--- src/rtl/usart_tx_scheduler_if.sv ---
// usart_tx_scheduler_if: requester and transmitter-FSM signals of the shared USART TX scheduler
interface usart_tx_scheduler_if #(
   parameter int NREQ = 2,
   parameter int DW   = 9
);
   logic              i_TXEN;
   logic              i_txclk;
   logic [NREQ-1:0]   i_req;
   logic [NREQ*DW-1:0] i_data;
   logic [NREQ*5-1:0] i_cfg;
   logic              i_fsm_we;
   logic              i_txc;
   logic [NREQ-1:0]   o_gnt;
   logic [DW-1:0]     o_udr;
   logic              o_udre;
   logic [2:0]        o_ucsz;
   logic              o_usbs;
   logic              o_upm1;
   logic [NREQ-1:0]   o_done;
   logic              o_busy;
   modport master (
      output i_TXEN, i_txclk, i_req, i_data, i_cfg, i_fsm_we, i_txc,
      input  o_gnt, o_udr, o_udre, o_ucsz, o_usbs, o_upm1, o_done, o_busy
   );
   modport slave (
      input  i_TXEN, i_txclk, i_req, i_data, i_cfg, i_fsm_we, i_txc,
      output o_gnt, o_udr, o_udre, o_ucsz, o_usbs, o_upm1, o_done, o_busy
   );
endinterface

--- src/rtl/usart_tx_scheduler.sv ---
// usart_tx_scheduler: round-robin sharing of one USART transmitter buffer among NREQ requesters
module usart_tx_scheduler #(
   parameter int NREQ = 2,
   parameter int DW   = 9
) (
   input logic                 i_fosk,
   input logic                 i_rst_n,
   usart_tx_scheduler_if.slave bus
);
   localparam int PW = $clog2(NREQ);
   logic            buf_full, act_vld;
   logic [DW-1:0]   buf_data;
   logic [4:0]      buf_cfg, act_cfg;
   logic [PW-1:0]   buf_own, act_own, rr_ptr, win;
   logic [NREQ-1:0] gnt_q, done_q;
   logic            consume, complete, grant;
   assign consume  = bus.i_fsm_we & bus.i_txclk & buf_full;
   assign complete = bus.i_txc & bus.i_txclk & act_vld;
   assign grant    = ~buf_full & bus.i_TXEN & (|bus.i_req);
   // pick the first requester at or after rr_ptr; scanning downward lets the nearest one win
   always_comb begin
      win = '0;
      for (int i = NREQ - 1; i >= 0; i--)
         if (bus.i_req[(int'(rr_ptr) + i) % NREQ]) win = PW'((int'(rr_ptr) + i) % NREQ);
   end
   // buffer, active-frame and pointer state; consume outranks complete so only one done pulses
   always_ff @(posedge i_fosk) begin
      if (!i_rst_n) begin
         buf_full <= 1'b0;
         buf_data <= '0;
         buf_cfg  <= '0;
         buf_own  <= '0;
         act_vld  <= 1'b0;
         act_cfg  <= 5'b011_0_0;
         act_own  <= '0;
         rr_ptr   <= '0;
         gnt_q    <= '0;
         done_q   <= '0;
      end else begin
         gnt_q  <= '0;
         done_q <= '0;
         if (grant) begin
            buf_full <= 1'b1;
            buf_data <= bus.i_data[int'(win)*DW +: DW];
            buf_cfg  <= bus.i_cfg[int'(win)*5 +: 5];
            buf_own  <= win;
            gnt_q    <= NREQ'(1) << win;
            rr_ptr   <= (int'(win) == NREQ - 1) ? '0 : win + 1'b1;
         end
         if (consume) begin
            buf_full <= 1'b0;
            act_vld  <= 1'b1;
            act_cfg  <= buf_cfg;
            act_own  <= buf_own;
            if (act_vld) done_q <= NREQ'(1) << act_own;
         end else if (complete) begin
            act_vld <= 1'b0;
            done_q  <= NREQ'(1) << act_own;
         end
      end
   end
   assign bus.o_gnt  = gnt_q;
   assign bus.o_done = done_q;
   assign bus.o_udre = ~buf_full;
   assign bus.o_udr  = buf_data;
   assign {bus.o_ucsz, bus.o_usbs, bus.o_upm1} = act_cfg;
   assign bus.o_busy = buf_full | act_vld;
endmodule
--- src/flat_wrapper.sv ---
// flat-port wrapper written by rule: the top's interface ports become plain ports
module usart_tx_scheduler_flat 
#(
   parameter int NREQ = 2,
   parameter int DW   = 9
)
  (i_fosk, i_rst_n, bus_i_TXEN, bus_i_txclk, bus_i_req, bus_i_data, bus_i_cfg, bus_i_fsm_we, bus_i_txc, bus_o_gnt, bus_o_udr, bus_o_udre, bus_o_ucsz, bus_o_usbs, bus_o_upm1, bus_o_done, bus_o_busy);
  usart_tx_scheduler_if #(.NREQ(NREQ), .DW(DW)) bus_i ();
  input logic i_fosk;
  input logic i_rst_n;
  input wire logic [$bits(bus_i.i_TXEN)-1:0] bus_i_TXEN;
  input wire logic [$bits(bus_i.i_txclk)-1:0] bus_i_txclk;
  input wire logic [$bits(bus_i.i_req)-1:0] bus_i_req;
  input wire logic [$bits(bus_i.i_data)-1:0] bus_i_data;
  input wire logic [$bits(bus_i.i_cfg)-1:0] bus_i_cfg;
  input wire logic [$bits(bus_i.i_fsm_we)-1:0] bus_i_fsm_we;
  input wire logic [$bits(bus_i.i_txc)-1:0] bus_i_txc;
  output wire logic [$bits(bus_i.o_gnt)-1:0] bus_o_gnt;
  output wire logic [$bits(bus_i.o_udr)-1:0] bus_o_udr;
  output wire logic [$bits(bus_i.o_udre)-1:0] bus_o_udre;
  output wire logic [$bits(bus_i.o_ucsz)-1:0] bus_o_ucsz;
  output wire logic [$bits(bus_i.o_usbs)-1:0] bus_o_usbs;
  output wire logic [$bits(bus_i.o_upm1)-1:0] bus_o_upm1;
  output wire logic [$bits(bus_i.o_done)-1:0] bus_o_done;
  output wire logic [$bits(bus_i.o_busy)-1:0] bus_o_busy;
  assign bus_i.i_TXEN = bus_i_TXEN;
  assign bus_i.i_txclk = bus_i_txclk;
  assign bus_i.i_req = bus_i_req;
  assign bus_i.i_data = bus_i_data;
  assign bus_i.i_cfg = bus_i_cfg;
  assign bus_i.i_fsm_we = bus_i_fsm_we;
  assign bus_i.i_txc = bus_i_txc;
  assign bus_o_gnt = bus_i.o_gnt;
  assign bus_o_udr = bus_i.o_udr;
  assign bus_o_udre = bus_i.o_udre;
  assign bus_o_ucsz = bus_i.o_ucsz;
  assign bus_o_usbs = bus_i.o_usbs;
  assign bus_o_upm1 = bus_i.o_upm1;
  assign bus_o_done = bus_i.o_done;
  assign bus_o_busy = bus_i.o_busy;
  usart_tx_scheduler #(.NREQ(NREQ), .DW(DW)) u_core (.i_fosk(i_fosk), .i_rst_n(i_rst_n), .bus(bus_i));
endmodule
--- config.mk ---
export PLATFORM = sky130hd
export DESIGN_NAME = usart_tx_scheduler_flat
export DESIGN_NICKNAME = d
export VERILOG_FILES = /design/src/rtl/usart_tx_scheduler_if.sv /design/src/rtl/usart_tx_scheduler.sv /design/src/flat_wrapper.sv
export SDC_FILE = /design/constraint.sdc
export NUM_CORES = 1
export LEC_CHECK = 0
export ABC_AREA = 1
export BUFFER_PORTS_ARGS = -buffer_cell sky130_fd_sc_hd__buf_2
export CAP_MARGIN = 20
export CORE_UTILIZATION = 35
export CTS_BUF_LIST = sky130_fd_sc_hd__clkbuf_4 sky130_fd_sc_hd__clkbuf_8 sky130_fd_sc_hd__clkbuf_16
export CTS_CLUSTER_DIAMETER = 60
export DETAILED_ROUTE_END_ITERATION = 10
export MAX_ROUTING_LAYER = met4
export PLACE_DENSITY = 0.6
export SYNTH_ARGS = -nofsm -noshare
export SYNTH_HDL_FRONTEND = slang
export SYNTH_SLANG_ARGS = --single-unit
--- constraint.sdc ---
create_clock -name i_fosk -period 1.4 [get_ports i_fosk]
set_clock_uncertainty 0.1 [all_clocks]
set_input_delay 0.21 -clock i_fosk [delete_from_list [all_inputs] [get_ports i_fosk]]
set_output_delay 0.21 -clock i_fosk [all_outputs]
set_load 0.01 [all_outputs]
==> results of run 1 <==
metal layers:
layer	up-vias	global-route usage, %	routed length (um)	share of wire, %
met2	30	28.0	1470	50
met4	0	5.23	19	0.65
met1	580	18.9	1310	45
li1	671	-	-	-
met3	2	3.83	138	4.7
met5	-	-	0	0
flip-flops by register name, indices dropped and copies added (netlist names):
name	count
u_core.act_cfg	5
u_core.act_own	1
u_core.act_vld	1
u_core.buf_cfg	5
u_core.buf_full	1
u_core.buf_own	1
u_core.bus.o_done	2
u_core.bus.o_gnt	2
u_core.bus.o_udr	9
u_core.rr_ptr	1
layout by cell type, fill, tap and decap left out, types with 2 or more instances in the layout:
cell           count
a21oi_1            6
a21oi_2           10
buf_2             54
buf_4              9
clkbuf_4           3
dfxtp_1           27
dlygate4sd3_1      6
inv_1              5
inv_2              3
nand2_1           67
nand2_2            7
nand2_4            2
nand3_1           23
nor2_4             2
nor3_1             2
critical path, stage by stage, from the launching register on:
cell and delay [ns]:
dfxtp_2 0.35, or2_4 0.24, buf_6 0.12
path summary, 6_finish.rpt:
check | from | depth (start not counted) | slack, ns | to
worst max-delay path | u_core.buf_full | 2 | 0.07 | bus_o_busy
worst min-delay path | i_rst_n | 3 | 0.04 | u_core.buf_full
worst max register to register | u_core.buf_full | 6 | 0.09 | u_core.rr_ptr
worst min register to register | u_core.act_own | 1 | 0.33 | u_core.bus.o_done[0]
through the flow:
step	worst slack (ns)	instances	utilization, %	area (um2)	TNS [ns]
3_3_place_gp	0.114	271	47.4	1620	0
2_1_floorplan	0.175	169	-	1280	0
4_1_cts	0.0366	282	50.7	1730	0
5_1_grt	-0.0000761	282	50.7	1730	-0.0000761
6_report	0.0681	282	50.7	1730	0
3_5_place_dp	0.0941	271	47.4	1620	0
cell usage after synthesis (all sizes together):
| library cell | count |
|---|---|
| nand2 | 76 |
| dfxtp | 28 |
| nand3 | 23 |
| a21oi | 16 |
| inv | 9 |
| buf | 5 |
| nor2 | 3 |
| nor3 | 3 |
| clkbuf | 2 |
| o21ai | 2 |
| clkinv | 1 |
| or2 | 1 |
what timing repair did:
action	in CTS	in global routing
endpoints found under the hold margin	6	0
hold buffers	6	0
setup buffers	1	0
gates cloned	0	0
gates resized for setup	3	2
endpoints found under the setup margin	1	2
logic make-up after synthesis:
group                  after synthesis  synth area share (%)
and+or+nand+nor                    106                  37.9
DFF                                 28                  43.8
AOI/OAI and AO/OA                   18                  10.8
buffers and inverters               17                  7.52
power by group:
group,switching (uW),internal [uW]
Combinational,190,156
Clock,235,159
Sequential,22.6,841
cell type report:
type	count	area, um2	area share (%)
Multi-Input combinational cell	124	627	36.2
Inverter	10	41.3	2.38
Sequential cell	28	562	32.4
Timing Repair Buffer	70	409	23.6
Tap cell	46	57.6	3.32
Clock buffer	4	36.3	2.09
==> reports/results.tsv, run 1 <==
metric	value	unit
cts.reportedPaths.clkPinSlew	0.15	ns
cp_max_fo	2	
floorplan.die_area	3910	um2
synth_area	1280	um2
setup_viol	0	
syn_to_final_growth	35.3	%
slew_violations	0	
p_total	1600	uW
relSlewSlack	75.1	%
startpoint_type	register	
hold_viol	0	
status	complete, no violations	
htree_levels	1	
max_cap_violations	0	
fill_cells	369	
ys_seq_area_share	43.7	%
grt_overflow	0	
row_count	21	
die_y	62.5	um
clock-sinks	28	
synth_top_area_share	43.7	%
drt_wl_total	2.94	mm
leakage	0.000868	uW
power.density	925	nW/um2
first_pass_iters	4	
synth_warnings	0	
place_congestion	0.765	
worstPathRequired	1.09	ns
fin_crit_sh	95.1	%
arrival	1.02	ns
rsz0062_at_grt	true	
ir_drop	0.548	mV
min_path_type	input pin to register	
clock_path_buffers	2	
numCtsBuffers	3	
core	3420	um2
grt_pass1_vias	1174	
dr_total_vias	1283	
vias_per_cell	4.55	
synth_top_cell_by_area	dfxtp_1	
clockRootBuffer	clkbuf_4	
drc	0	
nets	273	
grt_max_degree	16	
drtIter0Drc	34	
period_minus_slack	1.33	ns
cts_tree	built	
end_kind	output pin	
diodes	0	
worstSetupPathType	register to output pin	
ant_nets	0	
track_usage	16.4	%
grt_pass1_wl	5.04	mm
max_freq	751	MHz
synth_fp_nets	205	
place_hpwl	2.18	mm
worstSkewPairLatency	0.32	ns
ios	56	
wl_per_cell	10.4	um
avgSynthCellArea	7.58	um2
yosys_register_bits	28	
start_util	37.5	%
yosysUniqueCellTypes	22	
numPortBuffers	55	
synth_area_leaders	dfxtp_1 44%, nand2_1 20%, nand3_1 9.0%	
drive_above_1_share	41.5	%
whs	0.0418	ns
synth_cells	169	
tightest_slew	0.372	ns
die_w	62.5	um
antenna_found_initial	0	
Note: power is estimated with default switching activity, not from simulation.
==> run 2: changes to the inputs <==
--- a/config.mk
+++ b/config.mk
@@ -8,3 +8,2 @@
 export ABC_AREA = 1
-export BUFFER_PORTS_ARGS = -buffer_cell sky130_fd_sc_hd__buf_2
 export CAP_MARGIN = 20
@@ -14,2 +13,3 @@
 export DETAILED_ROUTE_END_ITERATION = 10
+export DONT_BUFFER_PORTS = 1
 export MAX_ROUTING_LAYER = met4
--- a/constraint.sdc
+++ b/constraint.sdc
@@ -4,2 +4,2 @@
 set_output_delay 0.21 -clock i_fosk [all_outputs]
-set_load 0.01 [all_outputs]
+set_load 0.02 [all_outputs]
==> reports/results.tsv, run 2 (synthesis gave the netlist of run 1 again) <==
metric	value	unit	change
diodes	0		unchanged
end_kind	register		was output pin
fill_cells	356		was 369
syn_to_final_growth	15.6	%	was 35.3%
numPortBuffers	0		was 55
cts_tree	built		unchanged
vias_per_cell	4.92		was 4.55
max_freq	733	MHz	was 751 MHz
grt_pass1_vias	1085		was 1174
relSlewSlack	61.1	%	was 75.1%
largest_reg_flops	9		unchanged
layout_commonest_cell	nand2_1		unchanged
track_usage	15.2	%	was 16.4%
clock_path_buffers	2		unchanged
fin_area	1480	um2	was 1730 um2
placed_area	1330	um2	was 1620 um2
hold_viol	0		unchanged
drc	0		unchanged
numCtsBuffers	3		unchanged
postCtsSetupBuffers	0		was 1
arrival	1.52	ns	was 1.02 ns
max_cap_violations	0		unchanged
ant_nets	0		unchanged
drtIter0Drc	32		was 34
first_pass_iters	4		unchanged
drive_above_1_share	19.9	%	was 41.5%
worstSetupPathType	input pin to register		was register to output pin
core	3420	um2	unchanged
cts.reportedPaths.clkPinSlew	0.14	ns	was 0.15 ns
dr_total_vias	1116		was 1283
startpoint_type	input pin		was register
tightest_slew	0.583	ns	was 0.372 ns
finalSetupTns	0	ns	unchanged
drt_wl_total	2.83	mm	was 2.94 mm
htree_levels	1		unchanged
wl_per_cell	12.5	um	was 10.4 um
floorplan.die_area	3910	um2	unchanged
start_util	37.5	%	unchanged
cp_max_fo	2		unchanged
period_minus_slack	1.36	ns	was 1.33 ns
grt_overflow	0		unchanged
grt_pass1_wl	4.70	mm	was 5.04 mm
grt_max_degree	18		was 16
worstSkewPairLatency	0.32	ns	about the same
clock-sinks	28		unchanged
ir_drop	0.387	mV	was 0.548 mV
place_congestion	0.837		was 0.765
place_hpwl	2.10	mm	was 2.18 mm
status	complete, no violations		unchanged
die_w	62.5	um	unchanged
final_cell_mix	67 x nand2_1, 27 x dfxtp_1, 23 x nand3_1		was 67 x nand2_1, 54 x buf_2, 27 x dfxtp_1
ios	56		unchanged
nets	218		was 273
slew_violations	0		unchanged
worstPathRequired	1.56	ns	was 1.09 ns
rsz0062_at_grt	false		was true
power.density	1040	nW/um2	was 925 nW/um2
fin_crit_sh	97.4	%	was 95.1%
clockRootBuffer	clkbuf_4		unchanged
min_path_type	input pin to register		unchanged
die_y	62.5	um	unchanged
leakage	0.000644	uW	was 0.000868 uW
setup_viol	0		unchanged
row_count	21		unchanged
antenna_found_initial	0		unchanged
[run 2: cell types whose count changed in the layout (fill, tap and decap cells not counted), moves of 2 or more]
cell / before / now
inv_2: 3 / 1
buf_2: 54 / 0
buf_4: 9 / 2
dlygate4sd3_1: 6 / 10
inv_1: 5 / 7
[run 2: final timing paths]
path / start / end / slack (ns) / depth (start not counted)
min reg2reg: u_core.act_own / u_core.bus.o_done[0] / 0.34 / 1
min: bus_i_cfg[7] / u_core.buf_cfg[2] / 0.006 / 4
max: bus_i_txclk / u_core.act_vld / 0.04 / 5
max reg2reg: u_core.buf_full / u_core.buf_cfg[2] / 0.12 / 5
[run 2: power breakdown]
| group | internal, uW | switching, uW | total (uW) |
|---|---|---|---|
| logic | 103 | 152 | 255 |
| registers | 841 | 60.3 | 901 |
| clock network | 159 | 230 | 388 |
| total | 1100 | 442 | 1540 |
[run 2: cell type report]
class | instances | area, um2 | area share (%)
Sequential cell | 28 | 562 | 37.9
Clock buffer | 4 | 36.3 | 2.45
Multi-Input combinational cell | 124 | 624 | 42.1
Timing Repair Buffer | 15 | 159 | 10.7
Inverter | 10 | 42.5 | 2.87
Tap cell | 46 | 57.6 | 3.89
[run 2: per-layer routing]
layer	track usage [%]	share of wire, %	vias to the layer above
li1	-	-	564
met1	16.6	44	518
met2	25.4	49	32
met3	4.20	6.0	2
met4	6.98	0.99	0
met5	-	0	-
[run 2: timing repair]
action / CTS / global route
gates resized for setup: 0 / 4
endpoints found under the hold margin: 14 / 0
endpoints found under the setup margin: 0 / 7
hold buffers: 11 / 0
[run 2: through the flow]
stage               util [%]  power [uW]  setup slack, ns  std cells  hold slack [ns]
floorplan                  -        1110            0.175        169            0.248
global placement        38.8        1130            0.156        212            0.199
detailed placement      38.8        1140           0.0812        212            0.200
CTS                     43.1        1550           0.0150        227          0.00130
global route            43.4        1620          0.00351        227          0.00150
finish                  43.4        1540           0.0361        227          0.00576
[run 2: critical path, cell delays in order]
cell and delay, ns:
dlygate4sd3_1 0.53, nand2_1 0.08, dlygate4sd3_1 0.56, nand2_1 0.05
a21oi_1 0.10
==> run 3: changes to the inputs <==
- CORE_ASPECT_RATIO: unset -> 1.75
==> reports/results.tsv, run 3 (synthesis gave the netlist of run 1 again) <==
metric	value	unit	change
nets	217		was 218
rsz0062_at_grt	false		unchanged
arrival	1.45	ns	was 1.52 ns
worstSkewPairLatency	0.27	ns	was 0.32 ns
worstSetupPathType	register to register		was input pin to register
cts.reportedPaths.clkPinSlew	0.10	ns	was 0.14 ns
die_w	47.7	um	was 62.5 um
fin_crit_sh	95.1	%	was 97.4%
startpoint_type	register		was input pin
drtIter0Drc	12		was 32
multi_input_area	629	um2	was 624 um2
slew_violations	0		unchanged
leakage	0.000639	uW	was 0.000644 uW
drt_wl_total	2.82	mm	was 2.83 mm
p_switching	458	uW	was 442 uW
first_pass_iters	4		unchanged
post-place-ws	0.102	ns	was 0.0812 ns
wl_per_cell	12.5	um	about the same
end_kind	register		unchanged
antenna_found_initial	0		unchanged
hold_viol	0		unchanged
start_util	37.3	%	was 37.5%
clkPwrFrac	35.7	%	was 25.2%
fin_area	1490	um2	was 1480 um2
syn_to_final_growth	16.3	%	was 15.6%
min_path_type	input pin to register		unchanged
dr_total_vias	1080		was 1116
cp_max_fo	15		was 2
ant_nets	0		unchanged
cts_tree	built		unchanged
setup_slack	0.0682	ns	was 0.0361 ns
core	3430	um2	was 3420 um2
final_cell_mix	67 x nand2_1, 28 x dfxtp_1, 22 x nand3_1		was 67 x nand2_1, 27 x dfxtp_1, 23 x nand3_1
seqCellArea	561	um2	was 562 um2
grt_max_degree	17		was 18
place_hpwl	2.01	mm	was 2.10 mm
worstPathRequired	1.52	ns	was 1.56 ns
largest_reg_flops	9		unchanged
grt_pass1_vias	1063		was 1085
grt_overflow	0		unchanged
max_cap_violations	0		unchanged
placed_area	1310	um2	was 1330 um2
row_count	28		was 21
tightest_slew	0.542	ns	was 0.583 ns
clock_path_buffers	2		unchanged
ir_drop	0.617	mV	was 0.387 mV
setup_viol	0		unchanged
drive_above_1_share	20.0	%	was 19.9%
hold-path-cell-count	3		was 4
status	complete, no violations		unchanged
relSlewSlack	63.7	%	was 61.1%
diodes	0		unchanged
vias_per_cell	4.80		was 4.92
comb_power_share	13.7	%	was 16.5%
drc	0		unchanged
ios	56		unchanged
fill_cells	380		was 356
netSwitchingFraction	25.8	%	was 28.6%
place_congestion	0.777		was 0.837
clockRootBuffer	clkbuf_8		was clkbuf_4
pwr-share-seq	50.7	%	was 58.4%
period_minus_slack	1.33	ns	was 1.36 ns
numCtsBuffers	3		unchanged
layout_commonest_cell	nand2_1		unchanged
reg2reg_slack	0.07	ns	was 0.12 ns
htree_levels	1		unchanged
die_y	82.0	um	was 62.5 um
grt_pass1_wl	4.51	mm	was 4.70 mm
power.density	1190	nW/um2	was 1040 nW/um2
r2r_cells	5		unchanged
max_freq	751	MHz	was 733 MHz
finalSetupTns	0	ns	unchanged
internal_power	1320	uW	was 1100 uW
floorplan.die_area	3920	um2	was 3910 um2
numPortBuffers	0		unchanged
track_usage	16.2	%	was 15.2%
clock-sinks	28		unchanged
run 3: final timing paths:
kind                   startpoint              endpoint
hold / removal        bus_i_txclk        u_core.act_vld
setup / recovery  u_core.buf_full   u_core.bus.o_udr[0]
setup reg to reg  u_core.buf_full   u_core.bus.o_udr[0]
hold reg to reg    u_core.act_own  u_core.bus.o_done[0]
run 3: metal layers:
metal | vias to the layer above | track usage (%) | wire length [um]
met3 | 6 | 1.98 | 155
met2 | 42 | 29.1 | 1460
met1 | 471 | 16.5 | 1140
li1 | 561 | - | -
met4 | 0 | 6.94 | 59
met5 | - | - | 0
run 3: worst max-delay path: stages, from the launching register on:
cell and delay (ns):
dfxtp_1 0.43, nor2_4 0.08, o21ai_4 0.21, buf_4 0.26, nand2_2 0.06, a21oi_2 0.13
run 3: repair_timing:
| action | 4_1_cts | 5_1_grt |
|---|---|---|
| resized for setup | 0 | 2 |
| buffers inserted | 0 | 0 |
| endpoints found under the setup margin | 0 | 3 |
| endpoints found under the hold margin | 13 | 0 |
| hold buffers | 10 | 0 |
run 3: metrics by stage:
| step | hold slack [ns] | total power, uW | std cells | utilization, % |
|---|---|---|---|---|
| 6_report | 0.0296 | 1770 | 225 | 43.4 |
| 3_3_place_gp | 0.197 | 1130 | 211 | 38.2 |
| 3_5_place_dp | 0.202 | 1130 | 211 | 38.2 |
| 4_1_cts | 0.0245 | 1790 | 225 | 43.2 |
| 5_1_grt | 0.0458 | 1850 | 225 | 43.4 |
| 2_1_floorplan | 0.248 | 1110 | 169 | - |
run 3: power by group through the flow:
stage               logic, uW  registers (uW)  clock network, uW
finish                    242             899                633
global route              273             904                672
CTS                       242             900                648
detailed placement        214             918                  0
global placement          208             918                  0
floorplan                 200             910                  0
run 3: final cells by class:
class	instances	area share (%)
sequential	28	37.6
timing repair buffer	14	8.73
inverter	10	2.85
clock inverter	1	2.02
multi-input combinational	124	42.2
clock buffer	3	2.77
tap	45	3.78
